**src/rtl/mul_pkg.sv**
```systemverilog
// Shared types and helpers for the signed bit-serial multiplier sequencer.
package mul_pkg;

  typedef enum logic [1:0] {
    IDLE,
    RUN,
    DONE
  } mul_state_e;

  // Widest product the shared helper supports; callers slice down to 2*WIDTH.
  localparam int PP_W = 64;

  // b must already be sign-extended to PP_W bits by the caller.
  function automatic logic signed [PP_W-1:0] pp_shift(
    input logic                   a_bit,
    input logic signed [PP_W-1:0] b,
    input int unsigned            cnt
  );
    return a_bit ? (b <<< cnt) : '0;
  endfunction

endpackage

```
**src/rtl/mul_serial_ctrl_pp.sv**
```systemverilog
// One combinational step of the serial multiply: add the shifted partial
// product, or subtract it on the MSB whose weight is -2^(WIDTH-1).
module mul_serial_pp
  import mul_pkg::*;
#(
  parameter int WIDTH = 8,
  localparam int CNTW = $clog2(WIDTH)
) (
  input  logic                      a_bit,
  input  logic signed [WIDTH-1:0]   b_q,
  input  logic        [CNTW-1:0]    cnt,
  input  logic                      is_msb,
  input  logic signed [2*WIDTH-1:0] acc,
  output logic signed [2*WIDTH-1:0] acc_next
);

  logic signed [PP_W-1:0]    b_ext;
  logic signed [PP_W-1:0]    pp_full;
  logic signed [2*WIDTH-1:0] pp;
  logic                      unused_pp_hi;

  assign b_ext        = {{(PP_W-WIDTH){b_q[WIDTH-1]}}, b_q};
  assign pp_full      = pp_shift(a_bit, b_ext, 32'(cnt));
  assign pp           = pp_full[2*WIDTH-1:0];
  assign unused_pp_hi = ^pp_full[PP_W-1:2*WIDTH];

  assign acc_next = is_msb ? (acc - pp) : (acc + pp);

endmodule

```
**src/rtl/mul_serial_ctrl.sv**
```systemverilog
// Sequencer for the signed bit-serial multiplier: valid/ready in, WIDTH
// accumulate cycles, registered product held on a valid/ready output.
module mul_serial_ctrl
  import mul_pkg::*;
#(
  parameter int WIDTH = 8
) (
  input  logic                      clk,
  input  logic                      rst_n,
  input  logic                      clr,
  input  logic                      in_valid,
  output logic                      in_ready,
  input  logic signed [WIDTH-1:0]   i_data0,
  input  logic signed [WIDTH-1:0]   i_data1,
  output logic                      out_valid,
  input  logic                      out_ready,
  output logic signed [2*WIDTH-1:0] o_data,
  output logic                      busy
);

  localparam int CNTW = $clog2(WIDTH);

  mul_state_e                state_q, state_d;
  logic        [CNTW-1:0]    cnt_q;
  logic signed [2*WIDTH-1:0] acc_q;
  logic signed [2*WIDTH-1:0] acc_next;
  logic signed [WIDTH-1:0]   a_q;
  logic signed [WIDTH-1:0]   b_q;
  logic                      accept;
  logic                      is_msb;

  assign is_msb = (cnt_q == CNTW'(WIDTH-1));

  always_comb begin
    state_d  = state_q;
    in_ready = 1'b0;
    case (state_q)
      IDLE: begin
        in_ready = 1'b1;
        if (in_valid) state_d = RUN;
      end
      RUN: begin
        if (is_msb) state_d = DONE;
      end
      DONE: begin
        in_ready = out_ready;
        if (out_ready) state_d = in_valid ? RUN : IDLE;
      end
      default: state_d = IDLE;
    endcase
    // Abort wins over everything, including a same-cycle accept.
    if (clr) begin
      state_d  = IDLE;
      in_ready = 1'b0;
    end
  end

  assign accept = in_valid & in_ready;

  always_ff @(posedge clk or negedge rst_n) begin
    if (!rst_n) state_q <= IDLE;
    else        state_q <= state_d;
  end

  always_ff @(posedge clk or negedge rst_n) begin
    if (!rst_n) begin
      cnt_q <= '0;
      acc_q <= '0;
    end else if (clr || accept) begin
      cnt_q <= '0;
      acc_q <= '0;
    end else if (state_q == RUN) begin
      acc_q <= acc_next;
      cnt_q <= is_msb ? '0 : cnt_q + CNTW'(1);
    end
  end

  // Operands are captured only on the accept edge and need no reset.
  always_ff @(posedge clk) begin
    if (accept) begin
      a_q <= i_data0;
      b_q <= i_data1;
    end
  end

  mul_serial_pp #(.WIDTH(WIDTH)) u_pp (
    .a_bit    (a_q[cnt_q]),
    .b_q      (b_q),
    .cnt      (cnt_q),
    .is_msb   (is_msb),
    .acc      (acc_q),
    .acc_next (acc_next)
  );

  assign out_valid = (state_q == DONE);
  assign busy      = (state_q == RUN);
  assign o_data    = acc_q;

endmodule

```
**config.mk**
```make
export PLATFORM = sky130hd
export DESIGN_NAME = mul_serial_ctrl
export DESIGN_NICKNAME = d
export VERILOG_FILES = /design/src/rtl/mul_pkg.sv /design/src/rtl/mul_serial_ctrl_pp.sv /design/src/rtl/mul_serial_ctrl.sv
export SDC_FILE = /design/constraint.sdc
export NUM_CORES = 1
export LEC_CHECK = 0
export BUFFER_PORTS_ARGS = -buffer_cell sky130_fd_sc_hd__buf_2
export CAP_MARGIN = 10
export CORE_MARGIN = 4
export CORE_UTILIZATION = 51
export CTS_CLUSTER_SIZE = 25
export DETAILED_ROUTE_END_ITERATION = 12
export HOLD_SLACK_MARGIN = 0.1
export PLACE_DENSITY = 0.79
export SETUP_SLACK_MARGIN = 0.02
export SYNTH_ARGS = -nofsm -noshare
export SYNTH_HDL_FRONTEND = slang
export SYNTH_SLANG_ARGS = --single-unit
```
**constraint.sdc**
```tcl
create_clock -name clk -period 9.7 [get_ports clk]
set_input_delay 0.97 -clock clk [delete_from_list [all_inputs] [get_ports clk]]
set_output_delay 0.97 -clock clk [all_outputs]
set_load 0.1 [all_outputs]
```
* Yosys cells after proc, flatten, opt, wreduce, memory -nomap -nowiden
Cells that the tools add are included.
** Word-level totals
- Register bits :: 37
- Bits of input ports :: 21
- Logic and storage cells :: 38
** Operators by class
- Add/sub/neg operators :: 3
- Order comparisons :: 1
- Equality and inequality tests :: 6
- Shift operators :: 1
- Mux-type cells :: 17
- Bitwise operators :: 1
- Reduce and logical (&&, ||, !) cells :: 4
** Operator list (count)
- 16-bit two-way mux :: 4
- 64-bit by 3-bit <<< shifter with 16-bit output :: 1
- 16-bit adder :: 1
- 16-bit subtractor :: 1
- 3-bit two-way mux :: 3
- 2-bit two-way mux :: 4
- 3-bit by 2-bit inequality test with 1-bit output, second input constant :: 2
- 2-bit one-hot mux with 3 select lines :: 1
- 3-bit by 4-bit less-than comparator with 1-bit output, second input constant :: 1
- 3-bit by 1-bit adder with 3-bit output, second input constant :: 1
- 1-bit binary-select mux with 3-bit select :: 1
- 3-bit == test, second input constant :: 1
- 1-bit two-way mux :: 3
- 3-bit inequality test, second input constant :: 1
- 3-bit AND reduction :: 1
- 2-bit by 1-bit == test with 1-bit output, second input constant :: 1
- 2-bit == test, second input constant :: 1
- 2-bit logical NOT :: 1
- 1-bit one-hot mux with 2 select lines :: 1
- 2-bit nonzero test :: 1
- 1-bit AND :: 1
- 1-bit logical OR :: 1

* Depth between registers and ports, before layout
- Depth after elaboration :: 7
- Mapped depth :: 18
- Depth with buffers taken out :: 17

* Hierarchy
A second synthesis with hierarchy kept.
** Second synthesis, totals
- Cells, all modules :: 298
- Area, all modules :: 2959.1 sq um
** By module, submodules not included
- mul_serial_pp :: instances 1, cells an instance 219, area each 1577.8 sq um, seq. area each 0.0 sq um
- mul_serial_ctrl :: instances 1, cells an instance 79, area each 1381.3 sq um, seq. area each 1006.0 sq um

* Least setup slack after synthesis
No wires, ideal clock.
- Path type :: input to register
- From :: input port out_ready
- To :: register acc_q[4] (netlist: o_data[4])
- Setup time :: 0.134 ns
- Arrival :: 4.674 ns
- Setup slack :: 4.893 ns
- Cell stages on the path :: 7
- Buffers on the path :: 1
- Cells stage by stage :: inv_1 -> a211oi_1 -> and2_1 -> nor3_2 -> clkbuf_1 -> nand2_1 -> o31ai_1
** On the way
- Cells in the longest elaborated chain, start to end :: 5
** RTL lines
- start: declaration :: line mul_serial_ctrl.sv:16 : input logic out_ready,
- 1-bit one-hot mux with 2 select lines * :: line mul_serial_ctrl.sv:37 : case (state_q)
- 1-bit two-way mux * :: line mul_serial_ctrl.sv:52 : if (clr) begin
- net in_ready :: line mul_serial_ctrl.sv:12 : output logic in_ready,
- 1-bit AND * :: line mul_serial_ctrl.sv:58 : assign accept = in_valid & in_ready;
- net accept :: line mul_serial_ctrl.sv:29 : logic accept;
- 1-bit logical OR * :: line mul_serial_ctrl.sv:69 : end else if (clr || accept) begin
- 16-bit two-way mux or 2-bit nonzero test (tied branches)
- end signal: assignment :: line mul_serial_ctrl.sv:73 : acc_q <= acc_next;
- end: declaration :: line mul_serial_ctrl.sv:25 : logic signed [2*WIDTH-1:0] acc_q;
Mark *: on every way through the listed nets, which the timed path passes. The rest lies on a longest branch.
A chain may end at the register's enable or synchronous reset.

* Worst setup path after layout
- From :: register cnt_q[0]
- To :: register acc_q[15] (netlist: o_data[15])
** On the way
- Cells in the longest elaborated chain, start to end :: 7
** RTL lines
- start: declaration :: line mul_serial_ctrl.sv:24 : logic [CNTW-1:0] cnt_q;
- start signal: assignment :: line mul_serial_ctrl.sv:74 : cnt_q <= is_msb ? '0 : cnt_q + CNTW'(1);
- 1-bit binary-select mux with 3-bit select :: line mul_serial_ctrl.sv:87 : .a_bit (a_q[cnt_q]),
- 1-bit two-way mux (implied by the code) :: line mul_serial_ctrl.sv:87
- 16-bit two-way mux :: line mul_pkg.sv:19 : return a_bit ? (b <<< cnt) : '0;
- 16-bit adder or 16-bit subtractor (tied branches) :: line mul_serial_ctrl_pp.sv:27 : assign acc_next = is_msb ? (acc - pp) : (acc + pp);
- 16-bit two-way mux * :: line mul_serial_ctrl_pp.sv:27
- 16-bit two-way mux * :: line mul_serial_ctrl.sv:72 : end else if (state_q == RUN) begin
- 16-bit two-way mux * :: line mul_serial_ctrl.sv:69
Mark *: on every way between the ends. The rest lies on a longest branch, timed or not. The select of a mux whose other input is x is not followed.

==> impl_results.md <==
- Synth warnings: 0
- TritonCTS Buffers: 5
- Clock Skew: just over 7 ps
- Multiplexer share of the synthesized area: 7.18%
- Clock sinks: 37
- Vias post-DR: between 2k and 3k
- Nets: ~400
- Least-Margin Pin Slew: 1160 ps
- Final Critical Period: 4980 ps
- Dpl cell area: about 0.0031 mm^2
- Final hold viol count: 0
- Seq/Total Area, Yosys: approximately a third
- PwrDens: about 190 mW/mm^2
- Net count after synthesis: 356
- DRT Wirelength: 6.45 mm
- Post-synth top flop: dfrtp_1
- Pre-Repair DR Iteration Count: 5
- Input/output buffers: 39
- P&R area growth vs syn: 10.3%
- First-pass GRT wire length: about 11 mm
- Commonest non-fill, non-tap cell in the layout: buf_2
- RSZ-0062 raised after global routing: no
- GR Util All Layers: about a fifth
- Starting Density: a little over half
- CTS tree: built
- Clk slew on worst S/H paths: approximately 80 ps
- Die height: ~84 um
- Required @ worst endpoint: ~10000 ps
- Number of enable flip-flop cells after synthesis: 16
- Max-slew violations: 0
- Gate Count Post-Synth: ~320
- Placer Congestion: a little over 0.9
- Largest net degree at the start of global routing: 22
- Synth Area in Compound Gates: between 20% and 30%
- DRC viols: 0
- Grt total ovfl: 0
- Iter 0 DRT Violations: roughly 120
- Avg Cell Area, Syn: between 9 and 10 um^2
- Synth Area in Simple Gates: between 10% and 20%
- Share of cells above drive strength 1: 17.9%
- Synth cell types: about 60
- Boundary Pins: 40
- Fmax: approximately 200 MHz
- HPWL after DPL: 4.80 mm
- # setup viols final: 0
- Filler cell count: 477
- FFs w/ async S/R, synth: 56.8%
- Startpoint types: flip-flop
- Tcrit/Tclk final: 51.3%
- Outcome: finished, final reports clean
- Pleak: approximately 1.4 nW
- Register area: 0.00101 mm^2
- Final hold slack: around 510 ps
- Post-DR vias/cell: 5.91
- H-tree depth: 2
- Worst setup EP type: flip-flop
- Largest family of logic cells by synthesized area: compound AO/OA/AOI/OAI gates
- Final Power: approximately 0.62 mW
- Clk buf depth: 2
- Finished Cell Area: 0.00323 mm^2
- Hold Crit Class: reg2reg
- Worst EP arrival: 5200 ps
- WL/cell: approximately 15 um
- Row Count: 27
- Die W: roughly 84 um
- Post-cts hold buffer count: 0
- Syn Std Cell Area: 0.00293 mm^2
- Vias in the first global route: between 2k and 2.5k
- #FFs+latches synth: 37
- Max_slew headroom: between 20% and 30%
- Post-CTS setup repair buffer count: 0
- Most frequent cells in the layout: buf_2 (39), nor2_1 (32), nand2_1 (27), o21ai_0 (25), dfrtp_1 (21)
- Antenna violations before repair: 0
- Core box area: around 0.0055 mm^2
- Adder-cell share of the synthesized area: 8.37%
- Synth Area in XOR/XNOR: 5.98%
- CP Class: reg2reg
- Max-cap violation count: 0
- Die area: between 0.007 and 0.008 mm^2
- Clk root buf: clkbuf_8
- Routed Antenna Nets: 0
- Maximum vdd drop: between 0.0001 and 0.00015 V
- TNS Setup: 0 ps
- Resized cells post-CTS: 0
- Worst-Skew Late Latency: about 290 ps
- Antenna cell count: 0
- Multi-input logic area: 0.00179 mm^2
- Max FO, Critical Path: 18
-- area by class of cell --
| type | count | area share (%) |
|---|---|---|
| Inverter | 18 | 2.09 |
| Clock inverter | 3 | 0.387 |
| Tap cell | 72 | 2.79 |
| Multi-Input combinational cell | 249 | 55.4 |
| Clock buffer | 5 | 2.13 |
| Timing Repair Buffer | 39 | 6.04 |
| Sequential cell | 37 | 31.1 |
-- cell usage after synthesis (2+ instances only) --
library cell  count  area share, %
o31ai_1           8            2.1
buf_2             4           0.68
o21ai_0          25            4.3
a21o_1            5            1.3
xor2_1            7            2.1
or3_1             3           0.64
xnor2_1          13            3.9
and3_1            2           0.43
mux4_2            4            3.1
a22o_1            3           0.90
a31oi_1           8            1.7
nand2b_1          4           0.85
buf_6             2           0.77
ha_1             18            7.7
nor3_1            4           0.68
o21bai_1          2           0.51
nand2_1          27            3.5
and4_1            2           0.60
nor3_2            2           0.68
mux2i_1           3            1.0
a221oi_1          2           0.60
dfrtp_1          21             18
a21oi_1          18            3.1
o21a_1            3           0.77
nand3_1           7            1.2
and2_1            5            1.1
nor2_1           32            4.1
mux4_1            3            2.7
edfxtp_1         16             16
or2_2             3           0.64
clkbuf_1          6           0.77
a32o_1            2           0.68
inv_1            18            2.3
a21oi_2           2           0.60
a211oi_1          2           0.51
nor2b_1           7            1.5
-- state kept, by name, summed over array words and instances (netlist names) --
name / count
o_data: 16
cnt_q: 3
a_q: 8
b_q: 8
state_q: 2
-- stage by stage --
step / cells / setup slack, ps / utilization (%)
2_1_floorplan: 316 / 4890 / -
3_3_place_gp: 415 / 4980 / 56.8
3_5_place_dp: 415 / 4770 / 56.8
4_1_cts: 423 / 4740 / 58.3
5_1_grt: 423 / 4400 / 58.3
6_report: 423 / 4720 / 58.3
-- worst paths after layout --
check | end | cells past startpoint | start | slack [ps]
hold / removal | o_data[0]$_DFFE_PN0P_ | 2 | o_data[0]$_DFFE_PN0P_ | 510
setup / recovery | o_data[15]$_DFFE_PN0P_ | 16 | cnt_q[0]$_DFFE_PN0P_ | 4720
max in group asynchronous | o_data[5]$_DFFE_PN0P_ | 1 | rst_n | 8740
min in group asynchronous | o_data[9]$_DFFE_PN0P_ | 1 | rst_n | 630
setup reg to reg | o_data[15]$_DFFE_PN0P_ | 16 | cnt_q[0]$_DFFE_PN0P_ | 4720
hold reg to reg | o_data[0]$_DFFE_PN0P_ | 2 | o_data[0]$_DFFE_PN0P_ | 510
-- kinds of logic (layout without fill, tap and decap cells) --
logic type / Yosys count / after routing
flops: 37 / 37
buf+inv: 30 / 65
compound gates: 92 / 92
mux: 11 / 11
xor+xnor: 20 / 20
fa+ha+maj: 19 / 19
simple gates: 107 / 107
-- critical path: stages (launching register included) --
cell	delay (ps)
dfrtp_1	800
mux4_2	690
and2_1	310
nand3_1	160
ha_1	170
a21boi_2	200
a31oi_1	120
xnor2_1	170
ha_1	360
a21o_1	190
or2_2	310
o311ai_1	360
a31oi_1	220
a221oi_1	360
xnor2_1	200
a21oi_1	110
o21bai_1	180
-- report_power, final --
| part | internal, mW | switching (mW) |
|---|---|---|
| clock | 0.0484 | 0.0571 |
| combinational | 0.102 | 0.211 |
| sequential | 0.180 | 0.0176 |
| total | 0.331 | 0.286 |
-- per-layer routing --
layer  share of wire (%)  global-route usage [%]
met1                  44                    25.9
met2                  48                    30.4
met3                 6.4                    4.64
met4                 1.9                    5.85
met5                   0                       0
Note: power is estimated with default switching activity, not from simulation.
